<file path="config.mk">
export PLATFORM = sky130hd
export DESIGN_NAME = msg_frame_serializer
export DESIGN_NICKNAME = d
export VERILOG_FILES = /design/src/rtl/msg_frame_serializer.sv
export SDC_FILE = /design/constraint.sdc
export NUM_CORES = 1
export LEC_CHECK = 0
export BUFFER_PORTS_ARGS = -buffer_cell sky130_fd_sc_hd__buf_2
export CAP_MARGIN = 20
export CORE_ASPECT_RATIO = 0.7
export CORE_MARGIN = 2
export CORE_UTILIZATION = 60
export DETAILED_ROUTE_END_ITERATION = 7
export PLACE_DENSITY = 0.92
export SYNTH_ARGS = -nofsm -noshare
export SYNTH_HDL_FRONTEND = slang
export SYNTH_SLANG_ARGS = --single-unit
</file>
<file path="constraint.sdc">
create_clock -name clk -period 4.2 [get_ports clk]
set_input_delay 0.42 -clock clk [delete_from_list [all_inputs] [get_ports clk]]
set_output_delay 0.42 -clock clk [all_outputs]
set_load 0.1 [all_outputs]
</file>
<file path="src/rtl/msg_frame_serializer.sv">
// msg_frame_serializer
//   Turns a parallel message into a serial frame and shifts it out on a
//   programmable bit period. The frame is a start bit (0), the data LSB first,
//   an optional parity bit and STOP_BITS stop bits (1). A one-deep holding
//   buffer lets a second message queue up behind the frame on the line, so
//   back-to-back frames leave with no idle gap.
//
// Ports
//   clk      : system clock, rising edge
//   rst      : asynchronous reset, active low
//   msg      : message to send, sampled on the accepting edge
//   start    : request strobe, accepted on an edge where ready=1
//   ready    : holding buffer empty, a start will be accepted
//   busy     : a frame is on the line
//   done     : one-cycle pulse when a frame's last stop bit completes
//   out_reg  : shift register contents, bit 0 is the bit on the line
//   out_main : serial line, idle high
module msg_frame_serializer #(
  parameter int MSG_W      = 5,
  parameter int DIV        = 1023,
  parameter int PARITY_EN  = 1,
  parameter int PARITY_ODD = 0,
  parameter int STOP_BITS  = 1,
  localparam int FRAME_W   = 1 + MSG_W + PARITY_EN + STOP_BITS
) (
  input  logic               clk,
  input  logic               rst,
  input  logic [MSG_W-1:0]   msg,
  input  logic               start,
  output logic               ready,
  output logic               busy,
  output logic               done,
  output logic [FRAME_W-1:0] out_reg,
  output logic               out_main
);

  localparam int CNT_W = (DIV > 1) ? $clog2(DIV) : 1;
  localparam int BIT_W = $clog2(FRAME_W);
  localparam logic [CNT_W-1:0] BAUD_LAST = CNT_W'(DIV - 1);
  localparam logic [BIT_W-1:0] BIT_LAST  = BIT_W'(FRAME_W - 1);

  typedef enum logic {
    IDLE = 1'b0,
    SEND = 1'b1
  } state_t;

  state_t             state_q, state_d;
  logic [FRAME_W-1:0] shift_q, shift_d;
  logic [CNT_W-1:0]   baud_q, baud_d;
  logic [BIT_W-1:0]   bit_q, bit_d;
  logic               busy_q, busy_d;
  logic               done_q, done_d;
  logic               buf_full_q, buf_full_d;
  logic [MSG_W-1:0]   buf_q, buf_d;

  logic baud_term;
  logic frame_end;

  // Frame image with the start bit in bit 0 so it leaves the line first.
  function automatic logic [FRAME_W-1:0] frame_image(input logic [MSG_W-1:0] m);
    logic [FRAME_W-1:0] img;
    img          = '1;
    img[0]       = 1'b0;
    img[MSG_W:1] = m;
    if (PARITY_EN != 0) begin
      img[MSG_W+1] = (PARITY_ODD != 0) ? ~^m : ^m;
    end
    return img;
  endfunction

  // With DIV=1 the counter sits at 0 and every cycle is a terminal count.
  assign baud_term = (baud_q == BAUD_LAST);
  assign frame_end = baud_term && (bit_q == BIT_LAST);

  always_comb begin
    state_d    = state_q;
    shift_d    = shift_q;
    baud_d     = baud_q;
    bit_d      = bit_q;
    busy_d     = busy_q;
    done_d     = 1'b0;
    buf_full_d = buf_full_q;
    buf_d      = buf_q;

    unique case (state_q)
      IDLE: begin
        shift_d = '1;
        baud_d  = '0;
        bit_d   = '0;
        busy_d  = 1'b0;
        if (start) begin
          shift_d = frame_image(msg);
          busy_d  = 1'b1;
          state_d = SEND;
        end
      end

      SEND: begin
        if (frame_end) begin
          done_d = 1'b1;
          baud_d = '0;
          bit_d  = '0;
          // A queued message wins; a start is only seen here when the buffer
          // is empty, and is then sent straight away without buffering.
          if (buf_full_q) begin
            shift_d    = frame_image(buf_q);
            buf_full_d = 1'b0;
          end else if (start) begin
            shift_d = frame_image(msg);
          end else begin
            shift_d = '1;
            busy_d  = 1'b0;
            state_d = IDLE;
          end
        end else begin
          if (start && !buf_full_q) begin
            buf_d      = msg;
            buf_full_d = 1'b1;
          end
          if (baud_term) begin
            baud_d  = '0;
            shift_d = {1'b1, shift_q[FRAME_W-1:1]};
            bit_d   = bit_q + 1'b1;
          end else begin
            baud_d = baud_q + 1'b1;
          end
        end
      end

      default: state_d = IDLE;
    endcase
  end

  always_ff @(posedge clk or negedge rst) begin
    if (!rst) begin
      state_q    <= IDLE;
      shift_q    <= '1;
      baud_q     <= '0;
      bit_q      <= '0;
      busy_q     <= 1'b0;
      done_q     <= 1'b0;
      buf_full_q <= 1'b0;
    end else begin
      state_q    <= state_d;
      shift_q    <= shift_d;
      baud_q     <= baud_d;
      bit_q      <= bit_d;
      busy_q     <= busy_d;
      done_q     <= done_d;
      buf_full_q <= buf_full_d;
    end
  end

  // Buffer payload is only meaningful while buf_full_q is set, so it needs
  // no reset.
  always_ff @(posedge clk) begin
    buf_q <= buf_d;
  end

  assign ready    = ~buf_full_q;
  assign busy     = busy_q;
  assign done     = done_q;
  assign out_reg  = shift_q;
  assign out_main = (state_q == SEND) ? shift_q[0] : 1'b1;

endmodule

</file>
# After elaboration in Yosys (flattened, before gate mapping)
# Index checks and enable logic that the tools add are counted.
[classes] add_sub_neg=2 n_mul=0 div=0 n_lt_le_gt_ge=0 n_eq_ne=6 n_shift=0 muxes=24 bitwise_logic=3 reduce_logical=9
[op_table] cell="$mux 10" count=2
[op_table] cell="$pmux 10 s2" count=1
[op_table] cell="$mux 8" count=2
[op_table] cell="$pmux 8 s2" count=1
[op_table] cell="$mux 7" count=2
[op_table] cell="$mux 1" count=11
[op_table] cell="$add 10x1->10 const B" count=1
[op_table] cell="$eq 10x10->1 const B" count=1
[op_table] cell="$reduce_xor 5->1" count=2
[op_table] cell="$mux 3" count=2
[op_table] cell="$pmux 3 s2" count=1
[op_table] cell="$reduce_and 3->1" count=2
[op_table] cell="$ne 2x2->1 const B" count=2
[op_table] cell="$pmux 1 s2" count=2
[op_table] cell="$add 3x1->3 const B" count=1
[op_table] cell="$eq 3x3->1 const B" count=1
[op_table] cell="$ne 3x1->1 const B" count=1
[op_table] cell="$not 1->1" count=3
[op_table] cell="$logic_and 1x1->1" count=2
[op_table] cell="$ne 2x1->1 const B" count=1
[op_table] cell="$reduce_and 2->1" count=1
[op_table] cell="$reduce_bool 2->1" count=1
[op_table] cell="$logic_not 1->1" count=1
[word_totals] reg_bits=30 latch_bits=0 ramBits=0 romBits=0 inputBits=8 out_inout_bits=12 word_cells=52 mem_count=0

# Depth between registers and ports, before layout
[logic_depth] depth_word=5 depth_mapped=9 ltp_nobuf=7

# Least setup slack after synthesis
# Ideal clock, no wire load.
[synth_path] path_kind="reg-to-output" start="reg shift_q[0], in the netlist out_reg[0]" end="out out_main" t_arrival_ns=1.685 required_time_ns=3.780 slack_ns=2.095 path_stages_with_launch=2 path_buffers=0 cell_sequence="dfstp_2 nand2b_1"
[synth_via] elab_chain_len=1
[synth_lines] item="start: declaration" line="48" text="logic [FRAME_W-1:0] shift_q, shift_d;"
[synth_lines] item="start signal: assignment" line="145" text="shift_q <= shift_d;"
[synth_lines] item="$mux 1" line="164" text="assign out_main = (state_q == SEND) ? shift_q[0] : 1'b1;"
[synth_lines] item="end: declaration" line="34" text="output logic out_main"
# Every way passes these cells.

# Worst setup path in the final report
[layout_path] start="reg baud_q[0]" end="reg buf_q[3], enable pin"
[layout_via] elab_chain_len=4
[layout_lines] item="start: declaration" line="49" text="logic [CNT_W-1:0] baud_q, baud_d;"
[layout_lines] item="start signal: assignment" line="146" text="baud_q <= baud_d;"
[layout_lines] item="$eq 10x10->1" line="72" text="assign baud_term = (baud_q == BAUD_LAST);"
[layout_lines] item="$logic_and 1x1->1" line="73" text="assign frame_end = baud_term && (bit_q == BIT_LAST);"
[layout_lines] item="$not 1->1 (no line)"
[layout_lines] item="$reduce_and 3->1 (no line)"
[layout_lines] item="end signal: assignment" line="157" text="buf_q <= buf_d;"
[layout_lines] item="end: declaration" line="54" text="logic [MSG_W-1:0] buf_q, buf_d;"
# Every way passes these cells.
# A chain may end at the register's enable or synchronous reset.

==> flow_metrics.tcl <==
set metrics [dict create \
    status "completed" \
    drt_iter0_markers 138 \
    largest_reg_flops 10 \
    path_clk_slew_ns 0.11 \
    critical_path.cell_chain "inv_1 -> ha_1 -> nand4_1 -> or3_1 -> inv_1 -> a211oi_1" \
    syn_area_per_cell_sq_um 10.2 \
    start_kind "flip-flop" \
    vias_per_cell 5.47 \
    finalHoldViolCount 0 \
    worst_slack_ns 1.81 \
    pre_cts_ws_ns 1.83 \
    overflow 0 \
    postCtsSetupBuffers 0 \
    insertion_delay_ns 0.35 \
    ys_seq_area_share_pct 50.9 \
    design.die.area_sq_um 2910 \
    synth_nets 158 \
    crit_type "reg2reg" \
    cts_buffer_depth 2 \
    critPathCapture "buf_q[3]" \
    gp_congestion 0.798 \
    design_area_sq_um 1630 \
    cts-buffers-inserted 5 \
    clock-sinks 29 \
    cts_hold_buffers 0 \
    period_minus_slack_ns 2.39 \
    syn_area_sq_um 1490 \
    grt_pass1_vias 1016 \
    critPathArrivalTime_ns 2.36 \
    ant_nets 0 \
    area_delta_synth_final_pct 9.06 \
    port_buffers 18 \
    fill_cells 181 \
    path_max_fanout 15 \
    timing.final.setup_violations 0 \
    synth-simple-area-share_pct 16.9 \
    min_period_over_period_pct 56.8 \
    core_sq_um 2400 \
    hpwl_microns 1940 \
    yosys_register_bits 29 \
    dpl-instance-area_sq_um 1570 \
    synth.mux.area_fraction_pct 0 \
    endpoint_kind "flip-flop" \
    worstMarginPinSlew_ns 0.701 \
    slowest_delay_ns 0.64 \
    slew_headroom_pct 53.0 \
    grt_use_total_pct 21.7 \
    worst-endpoint-required_ns 4.18 \
    cp_slowest_cell "a211oi_1" \
    slew_viol_final 0 \
    cts_resized 0 \
    synth.distinct_cells 35 \
    die_width_microns 63.6 \
    wl_per_cell_microns 13.7 \
    synth_top_family_by_area "simple AND/OR/NAND/NOR gates" \
    rsz0062_at_grt "no" \
    fin_nets 175 \
    synth_compound_area_share_pct 12.8 \
    syn_inst 146 \
    tns_ns 0 \
    tritoncts "built" \
    powerDensity_nw_per_um2 293 \
    r2r_cells 6 \
    initial_utilization_pct 62.1 \
    peakVddDrop_uv 162 \
    htree_levels 2 \
    synthAdderAreaFrac_pct 3.36 \
    vias 1084 \
    maxCapViolations 0 \
    skew_ns 0.0190 \
    cts-root-buf "clkbuf_4" \
    r2r_end "buf_q[3]" \
    r2r_slack_ns 1.81 \
    whs_ns 0.0264 \
    antenna_cells 0 \
    rows 15 \
    crit_start "baud_q[0]" \
    io_pins 20 \
    grt_pass1_wl_microns 4550 \
    hp-class "in2async" \
    grt_start_max_net_pins 25 \
    p_leak_nw 0.779 \
    routed_wl_microns 2710 \
    max_freq_mhz 419 \
    drcViolationCount 0 \
    yosys_warnings 0 \
    crit-reg2reg-launch "baud_q[0]" \
    drtPass1Iterations 4 \
    yosys.area_share.xor_xnor_pct 9.73 \
    crit_top_cell "inv_1" \
    layout-drive-gt1-share_pct 23.2 \
    die_h_microns 45.7 \
    antenna_found_initial 0 \
]
==> cell type report <==
type                            count  area, sq um  area share [%]
Inverter                           10         37.5            2.31
Sequential cell                    29          759            46.7
Clock inverter                      3         17.5            1.08
Tap cell                           34         42.5            2.62
Timing Repair Buffer               18         90.1            5.54
Clock buffer                        5         37.5            2.31
Multi-Input combinational cell     99          642            39.5
==> per-stage QoR <==
stage          utilization, %  total power [mW]  std cells
2_1_floorplan               -             0.305        146
3_3_place_gp             65.4             0.314        190
3_5_place_dp             65.4             0.314        190
4_1_cts                  67.7             0.481        198
5_1_grt                  67.7             0.501        198
6_report                 67.7             0.476        198
==> metal layers <==
layer | GRT usage [%] | share of wire, % | wire, microns
met4 | 6.52 | 1.2 | 33
met1 | 25.6 | 45 | 1210
met5 | 0 | 0 | 0
met3 | 9.65 | 5.3 | 143
met2 | 36.8 | 49 | 1320
==> synthesized netlist by cell type <==
| master | n | share of area [%] |
|---|---|---|
| nor2_1 | 19 | 4.8 |
| a21oi_1 | 17 | 5.7 |
| dfrtp_1 | 17 | 29 |
| inv_1 | 10 | 2.5 |
| xnor2_1 | 9 | 5.3 |
| dfstp_2 | 7 | 12 |
| nand2_1 | 7 | 1.8 |
| a31oi_1 | 5 | 2.1 |
| edfxtp_1 | 5 | 10 |
| nor2b_1 | 5 | 2.1 |
| o21ai_0 | 5 | 1.7 |
| xor2_1 | 5 | 2.9 |
| clkbuf_1 | 4 | 1.0 |
| ha_1 | 4 | 3.4 |
| nor3b_1 | 3 | 1.5 |
| buf_4 | 2 | 1.0 |
| buf_6 | 2 | 1.5 |
| nand3_1 | 2 | 0.67 |
| nand4_1 | 2 | 0.84 |
| a211oi_1 | 1 | 0.50 |
| a32oi_1 | 1 | 0.59 |
| and4_1 | 1 | 0.59 |
| conb_1 | 1 | 0.25 |
| nand2_2 | 1 | 0.42 |
| nand2b_1 | 1 | 0.42 |
| nand4_2 | 1 | 0.84 |
| nor3_1 | 1 | 0.34 |
| nor3b_2 | 1 | 0.84 |
| nor4_4 | 1 | 1.4 |
| o21a_1 | 1 | 0.50 |
| o21ai_1 | 1 | 0.34 |
| o21bai_2 | 1 | 0.75 |
| o22a_1 | 1 | 0.59 |
| or3_1 | 1 | 0.42 |
| xnor3_1 | 1 | 1.5 |
==> worst max-delay path: cells and delay by family, from the launching register on <==
kind            cells  cell delay (ns)
flops               1             0.41
simple gates        2             0.60
compound gates      1             0.64
fa+ha+maj           1             0.19
buf+inv             2             0.18
==> kinds of logic after synthesis <==
kind of cell / after synthesis
AOI/OAI and AO/OA: 33
DFF: 29
adders and majority gates: 4
xor gates and xnor gates: 15
and+or+nand+nor: 46
other: 1
buffers and inverters: 18
==> where the power goes <==
group	total, mW	internal, mW	switching (mW)
registers	0.286	0.286	0
clock network	0.167	0.0630	0.104
logic	0.0228	0.00705	0.0157
total	0.476	0.356	0.120
==> placed cells by master, fill, tap and decap left out, drive strengths merged, types with 4 or more instances in the layout <==
cell type / n
clkbuf: 5
xor2: 5
buf: 18
o21ai: 6
edfxtp: 5
nor3b: 4
inv: 10
dfstp: 7
nor2: 19
ha: 4
nor2b: 5
xnor2: 9
dfrtp: 17
a31oi: 5
a21oi: 17
nand2: 8
==> worst min path at each step <==
stage          from        end  slack, ns  depth (start not counted)
2_1_floorplan   rst  baud_q[0]       0.12                          0
3_3_place_gp    rst    state_q       0.41                          1
3_5_place_dp    rst    state_q       0.42                          1
4_1_cts         rst   bit_q[2]       0.04                          1
6_report        rst  baud_q[5]       0.03                          1
5_1_grt         rst       busy       0.04                          1
No activity file was read; power rests on OpenSTA's default activity.
